`src/rtl/reloj_pkg.sv`:
```
// Shared types, limits and the BCD range check for the HH:MM:SS counter.
package reloj_pkg;

   // One BCD byte: [7:4] tens digit, [3:0] units digit.
   typedef logic [7:0] bcd_t;

   localparam bcd_t SEC_MAX = 8'h59;
   localparam bcd_t MIN_MAX = 8'h59;

   typedef enum logic [1:0] {
      IDLE  = 2'd0,
      CHECK = 2'd1,
      ACK   = 2'd2
   } set_state_t;

   // True when both nibbles are decimal digits and the byte does not exceed max.
   function automatic logic bcd_valid(input bcd_t b, input bcd_t max);
      return (b[7:4] <= 4'd9) && (b[3:0] <= 4'd9) && (b <= max);
   endfunction

endpackage

```
`src/rtl/reloj_bcd_digit_pair.sv`:
```
// Two-digit BCD counter that wraps at MAX, with parallel load and carry out.
module reloj_bcd_digit_pair
   import reloj_pkg::*;
#(
   parameter bcd_t MAX = 8'h59
) (
   input  logic clock,
   input  logic reset_n,
   input  logic inc,
   input  logic load,
   input  bcd_t load_val,
   output bcd_t value,
   output logic carry
);

   bcd_t r_value;
   bcd_t w_value_next;
   logic w_at_max;

   assign w_at_max = (r_value == MAX);

   // BCD increment: wrap at MAX, x9 -> (x+1)0, otherwise bump the units digit.
   always_comb begin
      w_value_next = r_value;
      if (w_at_max) begin
         w_value_next = 8'h00;
      end else if (r_value[3:0] == 4'd9) begin
         w_value_next = {r_value[7:4] + 4'd1, 4'd0};
      end else begin
         w_value_next = {r_value[7:4], r_value[3:0] + 4'd1};
      end
   end

   // Value register; a load takes priority over an increment.
   always_ff @(posedge clock or negedge reset_n) begin
      if (!reset_n) begin
         r_value <= 8'h00;
      end else if (load) begin
         r_value <= load_val;
      end else if (inc) begin
         r_value <= w_value_next;
      end
   end

   assign value = r_value;
   assign carry = inc & w_at_max;

endmodule

```
`src/rtl/reloj_hms_counter.sv`:
```
// 24 h BCD time-of-day counter advanced by rising edges of an external 1 Hz
// wave, with a request/acknowledge time-set port that rejects out-of-range loads.
module reloj_hms_counter
   import reloj_pkg::*;
#(
   parameter int   SYNC_STAGES = 2,      // at least 2 flops on the async wave
   parameter bcd_t HOUR_MAX    = 8'h23
) (
   input  logic clock,
   input  logic reset_n,
   input  logic sec_wave,
   input  logic run,
   input  logic set_req,
   input  bcd_t set_hh,
   input  bcd_t set_mm,
   input  bcd_t set_ss,
   output logic set_ack,
   output logic set_err,
   output bcd_t hh,
   output bcd_t mm,
   output bcd_t ss,
   output logic sec_pulse,
   output logic day_roll
);

   // Synchroniser chain and edge history. All reset high so a wave that is
   // already high when reset releases does not count as a second.
   logic [SYNC_STAGES-1:0] r_sync;
   logic                   r_prev;
   logic                   w_tick;

   generate
      for (genvar gi = 0; gi < SYNC_STAGES; gi++) begin : g_sync
         if (gi == 0) begin : g_first
            // First stage samples the asynchronous wave.
            always_ff @(posedge clock or negedge reset_n) begin
               if (!reset_n) r_sync[gi] <= 1'b1;
               else          r_sync[gi] <= sec_wave;
            end
         end else begin : g_rest
            // Further stages settle any metastability from the first.
            always_ff @(posedge clock or negedge reset_n) begin
               if (!reset_n) r_sync[gi] <= 1'b1;
               else          r_sync[gi] <= r_sync[gi-1];
            end
         end
      end
   endgenerate

   // Edge-history flop for rising-edge detection.
   always_ff @(posedge clock or negedge reset_n) begin
      if (!reset_n) r_prev <= 1'b1;
      else          r_prev <= r_sync[SYNC_STAGES-1];
   end

   assign w_tick = r_sync[SYNC_STAGES-1] & ~r_prev;

   // Set FSM and its capture/validation state.
   set_state_t r_state;
   set_state_t w_state_next;
   logic       r_armed;
   logic       r_err;
   bcd_t       r_hold_hh;
   bcd_t       r_hold_mm;
   bcd_t       r_hold_ss;
   logic       w_start;
   logic       w_valid;
   logic       w_load;
   logic       w_adv;

   assign w_start = (r_state == IDLE) & set_req & r_armed;
   assign w_valid = bcd_valid(r_hold_hh, HOUR_MAX) &
                    bcd_valid(r_hold_mm, MIN_MAX) &
                    bcd_valid(r_hold_ss, SEC_MAX);
   assign w_load  = (r_state == CHECK) & w_valid;

   // A second is accepted only when idle and not colliding with a load start;
   // ticks during CHECK/ACK or with run low are simply lost.
   assign w_adv   = w_tick & run & (r_state == IDLE) & ~w_start;

   // FSM state register.
   always_ff @(posedge clock or negedge reset_n) begin
      if (!reset_n) r_state <= IDLE;
      else          r_state <= w_state_next;
   end

   // FSM next-state: IDLE -> CHECK on an armed request, then one cycle each.
   always_comb begin
      w_state_next = r_state;
      case (r_state)
         IDLE:    if (w_start) w_state_next = CHECK;
         CHECK:   w_state_next = ACK;
         ACK:     w_state_next = IDLE;
         default: w_state_next = IDLE;
      endcase
   end

   // Armed disarms on a load start and re-arms whenever set_req is seen low,
   // so a held request yields a single load.
   always_ff @(posedge clock or negedge reset_n) begin
      if (!reset_n)      r_armed <= 1'b1;
      else if (w_start)  r_armed <= 1'b0;
      else if (!set_req) r_armed <= 1'b1;
   end

   // Capture the requested time on entry to CHECK; latch the verdict in CHECK.
   always_ff @(posedge clock or negedge reset_n) begin
      if (!reset_n) begin
         r_hold_hh <= 8'h00;
         r_hold_mm <= 8'h00;
         r_hold_ss <= 8'h00;
         r_err     <= 1'b0;
      end else begin
         if (w_start) begin
            r_hold_hh <= set_hh;
            r_hold_mm <= set_mm;
            r_hold_ss <= set_ss;
         end
         if (r_state == CHECK) begin
            r_err <= ~w_valid;
         end
      end
   end

   // Counter chain: seconds -> minutes -> hours, linked by carry.
   logic w_ss_carry;
   logic w_mm_carry;
   logic w_hh_carry;

   reloj_bcd_digit_pair #(.MAX(SEC_MAX)) u_ss (
      .clock    (clock),
      .reset_n  (reset_n),
      .inc      (w_adv),
      .load     (w_load),
      .load_val (r_hold_ss),
      .value    (ss),
      .carry    (w_ss_carry)
   );

   reloj_bcd_digit_pair #(.MAX(MIN_MAX)) u_mm (
      .clock    (clock),
      .reset_n  (reset_n),
      .inc      (w_ss_carry),
      .load     (w_load),
      .load_val (r_hold_mm),
      .value    (mm),
      .carry    (w_mm_carry)
   );

   reloj_bcd_digit_pair #(.MAX(HOUR_MAX)) u_hh (
      .clock    (clock),
      .reset_n  (reset_n),
      .inc      (w_mm_carry),
      .load     (w_load),
      .load_val (r_hold_hh),
      .value    (hh),
      .carry    (w_hh_carry)
   );

   // Registered status pulses, aligned with the counter update.
   logic r_sec_pulse;
   logic r_day_roll;

   always_ff @(posedge clock or negedge reset_n) begin
      if (!reset_n) begin
         r_sec_pulse <= 1'b0;
         r_day_roll  <= 1'b0;
      end else begin
         r_sec_pulse <= w_adv;
         r_day_roll  <= w_hh_carry;
      end
   end

   assign sec_pulse = r_sec_pulse;
   assign day_roll  = r_day_roll;
   assign set_ack   = (r_state == ACK);
   assign set_err   = (r_state == ACK) & r_err;

endmodule

```
`config.mk`:
```
export PLATFORM = sky130hd
export DESIGN_NAME = reloj_hms_counter
export DESIGN_NICKNAME = d
export VERILOG_FILES = /design/src/rtl/reloj_pkg.sv /design/src/rtl/reloj_bcd_digit_pair.sv /design/src/rtl/reloj_hms_counter.sv
export SDC_FILE = /design/constraint.sdc
export NUM_CORES = 1
export LEC_CHECK = 0
export ABC_AREA = 1
export CORE_UTILIZATION = 25
export CTS_CLUSTER_SIZE = 14
export DETAILED_ROUTE_END_ITERATION = 16
export PLACE_DENSITY = 0.43
export RECOVER_POWER = 100
export REMOVE_ABC_BUFFERS = 1
export SETUP_SLACK_MARGIN = 0.4
export SYNTH_ARGS = -nofsm -noshare
export SYNTH_HDL_FRONTEND = slang
export SYNTH_SLANG_ARGS = --single-unit
```
`constraint.sdc`:
```
create_clock -name clock -period 3.8 [get_ports clock]
set_input_delay 0.76 -clock clock [delete_from_list [all_inputs] [get_ports clock]]
set_output_delay 0.76 -clock clock [all_outputs]
set_load 0.01 [all_outputs]
```
==> reports/summary.md, run 1 <==
The full die area is 12700 sq um, and the number of iterations in the first detailed-routing pass is 10. The antenna cell count came out at 0. The fill cell total of the finished layout came out at 1269. The tools report the cell area reported after detailed placement as 3760 sq um.

Along the worst path, the maximum fanout reaches 30. Total of warnings raised by yosys: 0. The run finished, with violations left.

The category of the worst setup path launch point was a register. The residual overflow from global routing is 0, and the synthesized area divided by synthesized cell count is 7.90 sq um. Of the post-synthesis cell area, the part taken by muxes is 0%. After clock tree synthesis, the setup repair step added 0 buffers. In the final layout, the share of cells above drive strength 1 is 6.62%.

The routed wire length was 7.68 mm; the total count of max-transition violations in the final report was 0. For the pin with the worst max-slew slack, the measured transition is 1.24 ns. The period utilization was 75.0%. The run gives 487 as the final-stage net count.

The die is 113 um tall. The worst setup path is captured at a register. The die outline width is 113 um, and the count of input and output buffers is 56. Across all layers, the routed design uses 2598 vias. Summing the areas of all compound-gate instances in the mapped netlist gives 6.30% of the synthesized area.

Detailed-route DRC error count: 1. The number of antenna violations at the first check in global routing came out at 0. The worst setup path is of the register to register kind. Largest family of logic cells by synthesized area: simple AND/OR/NAND/NOR gates.

Buffers inserted to repair hold after CTS numbered 0. The final reports fail on DRC. Global routing used 13.2% of the available tracks.

The number of instances resized during post-cts repair was 0; the number of setup violations in the final report was 0. The routed length per placed instance is 12.8 um, and the relative slew slack is 17.1%. The path class of the tightest hold or removal check is register to register.

The detailed router finished its first iteration with 143 violations. The core region is 12000 sq um. Across the VDD grid, the largest voltage drop is 0.235 mV. The sequential cells in the finished layout cover a total of 1430 sq um.

The cell at the root of the clock tree was clkbuf_16. Counting every instance in the synthesized netlist gives 387. The floorplan has 40 rows. The synthesized netlist contains 28 unique library cells. After Yosys synthesis, and, or, nand and nor cells account for 31.1% of the synthesized area. Clock latency on the worst-skew pair, taken at its later pin, is 0.33 ns. The tools report the final weighted congestion in routability-driven placement as 0.759. The multi-input combinational cells in the finished layout cover a total of 1320 sq um. The tool flagged a number of max-cap violations equal to 0. For this design the top-level I/O count stands at 57. Setup repair after global routing left no endpoint under its margin.

The initial core utilization is 25.6%, and the maximum count of clock buffers along a single path is 2. Dividing total power by cell area gives a power density of 621 nW/um^2. The synthesized netlist devotes 4.09% of its cell area to adder and majority cells.

The flip-flop and latch count after synthesis is 57. Compared with the post-synthesis result, the final layout area differs by 32.0%. The cell area that synthesis handed to floorplanning was 3060 sq um. Counting I/O delays and the setup requirement, the final critical path takes 2.85 ns. TritonCTS built the clock tree. The final count of hold timing violations came out at 0. The HPWL after detailed placement was 5.60 mm; the via count of the first global-routing pass was 2648. The maximum number of pins on one net before global-route repair was 41. Data on the critical path arrives at its endpoint at 3.06 ns. The number of vias per cell after detailed routing works out to 4.33.

The number of sinks handled by clock tree synthesis is 57. For the worst setup path, the data required time is 4.01 ns. In the final timing run, aggregate negative setup slack is 0 ns. Buffers inserted during clock tree synthesis total 9.

Between clock sinks in the finished design, the worst skew comes to 0.00567 ns. Summing the sequential cell areas from Yosys gives 46.8% of the chip area. The number of cells on the worst reg-to-reg path was 8. For this run, the top clock speed supported by timing is 351 MHz. Clock-pin slew was measured on the worst setup and hold paths at 0.05 ns. The number of H-tree branching levels was 3; the first-pass GRT wire length was 12.8 mm.

The remaining number of nets flagged by the antenna check after routing is 0. After Yosys synthesis, XOR and XNOR cells account for 3.15% of the synthesized area. The worst hold path depth works out to 0.

After routing the design area is 4040 sq um. For this design the static power due to leakage is 2.02 nW.
==> per-layer routing <==
| layer | vias up | share of wire (%) | track usage [%] |
|---|---|---|---|
| li1 | 1339 | - | - |
| met1 | 1203 | 48 | 16.6 |
| met2 | 45 | 47 | 21.6 |
| met3 | 11 | 4.2 | 3.89 |
| met4 | 0 | 1.4 | 4.62 |
| met5 | - | 0 | 0 |
==> cells by family (layout without fill, tap and decap cells) <==
family / count (synthesis) / count (layout)
simple gates: 209 / 209
buf+inv: 64 / 130
flops: 57 / 57
compound gates: 36 / 36
xor+xnor: 11 / 11
fa+ha+maj: 10 / 10
==> critical path, stage by stage, from the launching register on <==
cell and delay, ns:
dfrtp_1 0.40, o21ai_0 0.44, nand2_1 0.13, nor2_2 0.22, nand2_1 0.61, inv_1 0.58, nand2_1 0.17, nand3_1 0.11
nand2_1 0.06
==> stage by stage <==
step / setup WS (ns) / total power (W) / hold WS (ns) / std cells / utilization, %
global placement: 1.30 / 0.00168 / 0.346 / 584 / 31.5
detailed placement: 1.30 / 0.00169 / 0.349 / 584 / 31.5
floorplan: 1.94 / 0.00135 / 0.345 / 379 / -
CTS: 1.41 / 0.00259 / 0.357 / 600 / 34.2
global route: 0.616 / 0.00269 / 0.367 / 600 / 33.8
finish: 0.950 / 0.00251 / 0.362 / 600 / 33.8
==> cell type report <==
type	instances	share of cell area, %
clock buffer	11	6.26
inverter	56	5.21
timing repair buffer	58	14.0
tap	147	4.56
sequential	57	35.5
multi-input combinational	266	32.6
clock inverter	5	1.92
==> registers in the layout, summed over array words and instances (netlist names) <==
name        cells
r_hold_hh       8
u_mm.value      8
r_hold_mm       8
u_ss.value      8
r_sync          2
r_err           1
r_state         2
r_prev          1
sec_pulse       1
u_hh.value      8
day_roll        1
r_hold_ss       8
r_armed         1
==> power breakdown <==
group	switching [W]	internal, W
Sequential	0.000151	0.000764
Clock	0.000282	0.000607
Combinational	0.000392	0.000311
Total	0.000825	0.00168
==> cell usage after synthesis <==
master    number  area (sq um)
nand3_1       38           190
nor2_2         1          6.26
nor2_1        22          82.6
nand3b_1       3          22.5
nand3_4        1          17.5
dfrtp_1       53          1330
nor2_8         2          40.0
inv_2          4          15.0
inv_1         52           195
nand2_1      122           458
nand3_2        2          20.0
xnor2_1        4          35.0
nor3_1         2          10.0
nand4_1        9          56.3
xor2_1         7          61.3
and3_1         1          6.26
nand2_2        5          31.3
o21ai_1        7          35.0
o21ai_0       23           115
ha_1          10           125
dfstp_2        4           105
clkbuf_1       2          7.51
a21oi_1        2          10.0
nor2_4         1          11.3
buf_2          4          20.0
o211ai_1       2          15.0
o21ai_2        2          17.5
buf_6          2          22.5
==> worst paths after layout <==
kind,from,slack [ns],to
setup / recovery,r_hold_mm[1]$_DFFE_PN0P_,0.95,u_mm.value[5]$_DFFE_PN0P_
hold / removal,r_sync[0]$_DFF_PN1_,0.36,r_sync[1]$_DFF_PN1_
setup reg to reg,r_hold_mm[1]$_DFFE_PN0P_,0.95,u_mm.value[5]$_DFFE_PN0P_
hold reg to reg,r_sync[0]$_DFF_PN1_,0.36,r_sync[1]$_DFF_PN1_
max in group asynchronous,reset_n,1.57,u_ss.value[6]$_DFFE_PN0P_
min in group asynchronous,reset_n,0.68,r_hold_mm[7]$_DFFE_PN0P_
==> cell usage in the layout, fill, tap and decap left out, drive strengths merged <==
| master | synthesis | layout |
|---|---|---|
| nor2 | 26 | 26 |
| o21ai | 32 | 32 |
| o211ai | 2 | 2 |
| nand3 | 41 | 41 |
| clkdlybuf4s50 | 0 | 25 |
| buf | 6 | 1 |
| nand3b | 3 | 3 |
| nor3 | 2 | 2 |
| and3 | 1 | 1 |
| nand4 | 9 | 9 |
| dlygate4sd3 | 0 | 30 |
| xor2 | 7 | 7 |
| clkinv | 0 | 2 |
| xnor2 | 4 | 4 |
| a21oi | 2 | 2 |
| nand2 | 127 | 127 |
| dfrtp | 53 | 53 |
| inv | 56 | 56 |
| dfstp | 4 | 4 |
| bufinv | 0 | 2 |
| clkinvlp | 0 | 1 |
| ha | 10 | 10 |
| clkbuf | 2 | 13 |
Note: power is estimated with default switching activity, not from simulation.
==> run 2, diff against run 1 <==
clock period = 2.8 ns   (was 3.8 ns; I/O delays follow)
==> run 2 against run 1 <==
Compared with the run above: the flow still finishes with violations (DRC); count of clock-buffer cells in the layout rose by 2; wire length fell by 0.36%; worst hold slack improved by 0.0061 ns; worst setup slack got worse by 0.36 ns; flip-flop and latch count did not move; global-route usage barely moved; register-to-register slack got worse by 0.36 ns; critical path type unchanged; critical endpoint is now u_mm.value[4]$_DFFE_PN0P_; largest power group unchanged; highest routed layer unchanged.
==> reports/summary.md, run 2 (synthesis results as in run 1) <==
Hold repair after CTS inserted 0 buffers. Leaving out fill and tap cells, the most frequent cell in the layout is nand2_1. The logs give 0 for the number of antenna violations at the first check in global routing and 0 ns for the sum of negative setup slack. Number of vias per cell after detailed routing: 4.32. The tool flagged a number of max-cap violations equal to 0. The worst setup path is of the register to register kind. The clock period could shrink to 2.21 ns. STA classifies the critical path startpoint as a register.

Number of CTS-inserted buffers: 9. The element type at the critical path end is a register. Relative to the synthesized area, the layout overhead comes to 31.0%. For the starting DRC count in detailed routing, the log shows 102.

Before antenna repair, the detailed router went through 10 iterations. Layer with the highest usage after global routing: met2. The run finished, with violations left.

The internal portion of the total power is 0.00210 W. Pin placement for this block handled 57 I/O pins. The clock network burns 31.1% of the power. The part of the total power dissipated in sequential elements was 39.0%; the power spent charging and discharging nets was 0.00110 W. The run gives 0.299 mV as the peak supply drop.

The met3 capacity usage during global routing is 4.16%, and the share of total power consumed by net switching is 34.3%. From left edge to right edge, the die measures 113 um. The clock input transition at the sequential cells of the worst setup and hold paths came out at 0.05 ns.

TritonCTS built the clock tree. The tools report the critical path data arrival time as 2.42 ns. For this run, global-route usage on met2 was measured as 21.3%. Setup repair after global routing left no endpoint under its margin. The final reports fail on DRC. In this run, the combinational gates consume 30.0% of the power. At the end of the flow, the number of nets in the layout was 490. The number of sinks handled by clock tree synthesis was 57; the HPWL after detailed placement was 5.66 mm. The number of antenna diodes in the final layout is 0. For this block, the via count after detailed routing is 2604. The remaining number of nets flagged by the antenna check after routing is 0, and the detailed-route DRC error count is 1.

The area of the core region was 12000 sq um; the routed length per placed instance was 12.7 um. The via count of the first global-routing pass was 2657; the die span in y was 113 um. CTS built an H-tree with a depth of 3. The logs give 0.0102 ns for the clock skew after layout and 40 for the total number of placement rows. The number of instances resized during post-cts repair came out at 0.

Entering global routing, the biggest net connects 32 pins. The post-route netlist has 6.36% of its cells at a drive strength greater than 1. The final count of hold timing violations was 0; the first-pass GRT wire length was 12.8 mm.

The tools report the cell at the root of the clock tree as clkbuf_16. In the global route stage, met1 resource usage came out at 16.8%. Power spread over the standard cell area amounts to 798 nW/um^2.

In the layout the commonest cells are nand2_1, dfrtp_1, inv_1. In this run the static leakage power is 2.01 nW. The run gives 2 as the maximum count of clock buffers along a single path. In this run the tool buffered the top-level ports with 56 buffer cells.

The die covers 12700 sq um. Once the floorplan was initialized, standard cells occupied 25.6% of the core. The total count of max-transition violations in the final report is 0, and the residual overflow from global routing is 0. Static timing analysis puts the maximum clock frequency at 452 MHz. Hold is met by 0.368 ns. Setup violations remaining at the end of the flow were counted as 0. The worst hold path depth is 0, and the number of cells on the worst reg-to-reg path is 9. The total setup buffers inserted after CTS was 0; the period utilization was 79.0%. Measured against its own limit, the worst slew margin works out to 16.1%.

Insertion delay of the later-clocked pin in the worst-skew pair: 0.32 ns. The final weighted congestion in routability-driven placement is 0.793, and the transition time of the tightest slew-check pin is 1.26 ns. The required time of the worst setup path is 3.01 ns, and the routed wire length is 7.65 mm.

The min-delay analysis places its worst path in the category register to register. In this run the worst path has a maximum fanout of 7. Across every metal layer, demand over resource in global routing totals 13.2%.
-- run 2: changes by cell type in the layout (fill, tap and decap cells not counted) --
cell        change
clkbuf_1        +5
bufinv_16       -2
clkinv_2        +1
clkinvlp_4      -1
inv_1           -1
inv_2           +1
nand2_1         -1
nand2_2         +1
nor2_2          -1
nor2_8          +1
o21ai_1         +1
o21ai_2         -1
-- run 2: cell type report --
| cell class | instances | area [sq um] |
|---|---|---|
| Clock buffer | 13 | 260 |
| Sequential cell | 57 | 1430 |
| Clock inverter | 3 | 15.0 |
| Tap cell | 147 | 184 |
| Fill cell | 1262 | 7960 |
| Multi-Input combinational cell | 266 | 1330 |
| Timing Repair Buffer | 61 | 578 |
| Inverter | 56 | 210 |
-- run 2: worst paths after layout --
kind / start / end / slack, ns
min reg2reg: r_sync[1]$_DFF_PN1_ / r_prev$_DFF_PN1_ / 0.37
min: r_sync[1]$_DFF_PN1_ / r_prev$_DFF_PN1_ / 0.37
max: u_ss.value[1]$_DFFE_PN0P_ / u_mm.value[4]$_DFFE_PN0P_ / 0.59
max in group asynchronous: reset_n / sec_pulse$_DFF_PN0_ / 0.74
max reg2reg: u_ss.value[1]$_DFFE_PN0P_ / u_mm.value[4]$_DFFE_PN0P_ / 0.59
min in group asynchronous: reset_n / r_hold_hh[6]$_DFFE_PN0P_ / 0.50
-- run 2: power by group through the flow --
stage / clock [W] / combinational, W / sequential, W
final: 0.000993 / 0.000958 / 0.00125
after CTS: 0.00103 / 0.00103 / 0.00126
after floorplan: 0 / 0.000575 / 0.00126
after global placement: 0 / 0.00102 / 0.00127
after global routing: 0.00107 / 0.00110 / 0.00128
after detailed placement: 0 / 0.00102 / 0.00127
-- run 2: metrics by stage --
stage	util (%)	instances	power, W	cell area, sq um	setup slack, ns
after floorplan	-	379	0.00183	3010	1.14
after global placement	31.6	587	0.00229	3780	0.591
after detailed placement	31.6	587	0.00229	3780	0.637
after CTS	33.9	603	0.00331	4060	0.668
after global routing	33.5	603	0.00345	4010	0.338
final	33.5	603	0.00320	4010	0.589
-- run 2: worst max-delay path, cell delays in order, from the launching register on --
cell and delay (ns):
dfrtp_1 0.45, inv_1 0.08, ha_1 0.14, nand3_1 0.21
nor2_1 0.28, nand2_1 0.17, o21ai_0 0.54, nand2_1 0.12
nand2_1 0.08, inv_1 0.03
-- run 2: metal layers --
metal  wire, um  up-vias
met3        298        4
met1       3690     1203
met5          0        -
met2       3610       50
li1           -     1347
met4         53        0
==> run 3, diff against run 2 <==
clock period = 2.2 ns   (was 2.8 ns; I/O delays follow)
==> run 3 against run 2 <==
Compared with the run above: largest cell class unchanged; critical path depth stayed put; wire length is 0.56% higher; non-clock buffer count up 5; sequential share of layout area is 0.76 points lower; sequential power up 28%; total power increased by 29%; highest routed layer unchanged; first-iteration DRC count rose by 65%; clock power up 26%; the run still ends with DRC left; flip-flop and latch count stayed put.
==> reports/summary.md, run 3 (synthesis results as in run 1) <==
Counting the fill cells in the layout gives 1267. In this run the power spent charging and discharging nets is 0.00140 W. The final reports fail on DRC. For the worst setup path, the data arrival time is 2.04 ns. TritonCTS built the clock tree.

The tools report the worst setup slack after layout as 0.374 ns. The full die area is 12700 sq um. Max-cap violations in this run came to 0.

The clock net in this run drives a total of 57 sinks. The flow ran to the end, but the final reports show violations. The maximum fanout along the worst path is 8. The net count of the finished layout is 495. Entering global routing, the biggest net connects 58 pins.

For the final weighted congestion in routability-driven placement, the log shows 0.762. The tools report the share of total power in the clock network as 30.3%. The number of vias per cell after detailed routing is 4.36. Cell with the largest stage delay on the worst path: dlygate4sd3_1.

The post-route netlist has 10.9% of its cells at a drive strength greater than 1. The logs give 0 for the total count of max-transition violations in the final report and 2639 for the via count of the first global-routing pass. 57 I/O pins were placed. In this run the number of H-tree levels came out at 3.

In this design, the stage delay of the slowest critical-path cell is 0.55 ns. The tools report the detailed-route DRC error count as 1. The clock input transition at the sequential cells of the worst setup and hold paths works out to 0.05 ns. The tools report the routed wire length as 7.69 mm.

The end-of-flow core utilization came out at 34.5%. The combinational group share of total power was 30.9%. The first detailed-routing pass ran for 10 iterations.

Together, buffers and inverters on the worst path number 2. The number of setup violations in the final report was 0; the insertion delay of the later-clocked pin in the worst-skew pair was 0.32 ns. The period utilization came out at 83.0%. The number of CTS-inserted buffers was 9; the required time of the worst setup path was 2.41 ns. The initial core utilization is 25.6%.

The tightest min-delay check is of the register to register type. The cell type with the highest occurrence count on the critical path was nand2_1. Footprint of the multi-input gates: 1390 sq um. The tools report the category of the worst setup path launch point as an input pin. The shortest clock period the worst path allows after layout was 1.83 ns. The run gives 0 as the number of antenna violations at the first check in global routing. By startpoint and endpoint, the worst setup path is classified as input pin to register. The most common library cell in the layout ignoring fill and taps is nand2_1. The relative slew slack is 3.21%, and the first-pass GRT wire length is 12.9 mm. The routed length per placed instance came out at 12.7 um. The library cells used most frequently in the layout, excluding fill and tap cells, are nand2_1, inv_1, dfrtp_1. For the pin with the worst max-slew slack, the measured transition is 1.45 ns.

Clock skew on the completed layout was measured at 0.00708 ns. For the sequential cell area, the log shows 1440 sq um. Cell at the root of the clock tree: clkbuf_16.

Timing would allow up to 548 MHz. The critical path goes through dlygate4sd3_1 > nand2_1 > nand2_1 > nor2_8 > nand3_2 > o21ai_0 > nand2_1 > inv_1 > nor2_1. The remaining number of nets flagged by the antenna check after routing is 0, and the maximum count of clock buffers along a single path is 2. The power density of the placed cells is 1000 nW/um^2. The starting DRC count in detailed routing came out at 168. The post-place setup slack is 0.201 ns, and the leakage power figure is 2.05 nW. The sum of negative setup slack is 0 ns, and the internal power consumption is 0.00272 W. For the total number of vias, the log shows 2643.

Hold repair after CTS inserted 0 buffers. The kind of cell with the highest combined delay along the critical path is simple AND/OR/NAND/NOR gates. The worst-case IR drop observed on VDD is 0.321 mV. For the final count of hold timing violations, the log shows 0.

Net switching is 34.0% of the power. Area growth from synthesis to final layout: 34.9%. The die outline width was 113 um. In this run the vertical extent of the chip is 113 um. The initialized floorplan defines 40 standard-cell rows. The run gives 13.1% as the global-route usage over all layers. The HPWL after detailed placement is 5.55 mm, and the count of input and output buffers is 56.

The part of the total power dissipated in sequential elements was 38.9%; the antenna cell count was 0. STA classifies the critical path endpoint as a register. The residual overflow from global routing came out at 0. Setup repair after global routing could not meet its margin everywhere. The region available for standard cell placement spans 12000 sq um.
## run 3: area by class of cell
class,count,share of cell area (%)
flip-flops and latches,57,35.0
multi-input cells,266,33.6
repair buffers,66,15.5
clock buffers,14,6.40
inverters,56,5.10
well taps,147,4.46
## run 3: repair_timing
item                                    in CTS  in global routing
endpoints found under the setup margin       6                 21
gates resized for setup                      7                 13
pin swaps                                    0                  2
hold endpoints to repair                     0                  0
cloned                                       0                  0
setup buffers                                0                  1
## run 3: power groups by stage
stage / clock [W] / sequential [W] / combinational, W
finish: 0.00125 / 0.00160 / 0.00127
floorplan: 0 / 0.00160 / 0.000732
CTS: 0.00129 / 0.00161 / 0.00135
global route: 0.00133 / 0.00166 / 0.00146
detailed placement: 0 / 0.00161 / 0.00135
global placement: 0 / 0.00161 / 0.00134
## run 3: worst paths after layout
kind / start / endpoint / slack [ns] / cells after the start
worst max-delay path: set_req / u_hh.value[7]$_DFFE_PN0P_ / 0.37 / 9
worst min-delay path: r_sync[0]$_DFF_PN1_ / r_sync[1]$_DFF_PN1_ / 0.36 / 0
worst max register to register: r_hold_hh[6]$_DFFE_PN0P_ / u_hh.value[4]$_DFFE_PN0P_ / 0.44 / 11
worst min register to register: r_sync[0]$_DFF_PN1_ / r_sync[1]$_DFF_PN1_ / 0.36 / 0
max in group asynchronous: reset_n / u_ss.value[4]$_DFFE_PN0P_ / 0.66 / 2
min in group asynchronous: reset_n / r_err$_DFFE_PN0N_ / 0.55 / 2
## run 3: per-layer routing
layer / global-route usage, % / vias up / share of wire [%]
met1: 17.2 / 1228 / 49
met2: 20.9 / 47 / 46
met4: 5.78 / 0 / 1.7
li1: - / 1357 / -
met5: 0 / - / 0
met3: 2.70 / 11 / 3.9
## run 3: worst register-to-register path, delay by kind of cell (launching register included)
kind                   cells  cell delay (ns)
buffers and inverters      2             0.30
flip-flops                 1             0.38
AND/OR/NAND/NOR            8             0.90
AO/OA/AOI/OAI              1             0.07
## run 3: stage by stage
step / power (W) / hold slack [ns] / std cells / cell area (sq um)
floorplan: 0.00233 / 0.144 / 379 / 3010
global placement: 0.00295 / 0.346 / 591 / 3840
detailed placement: 0.00296 / 0.348 / 591 / 3840
CTS: 0.00425 / 0.135 / 605 / 4110
global route: 0.00445 / 0.360 / 606 / 4130
finish: 0.00413 / 0.360 / 606 / 4130
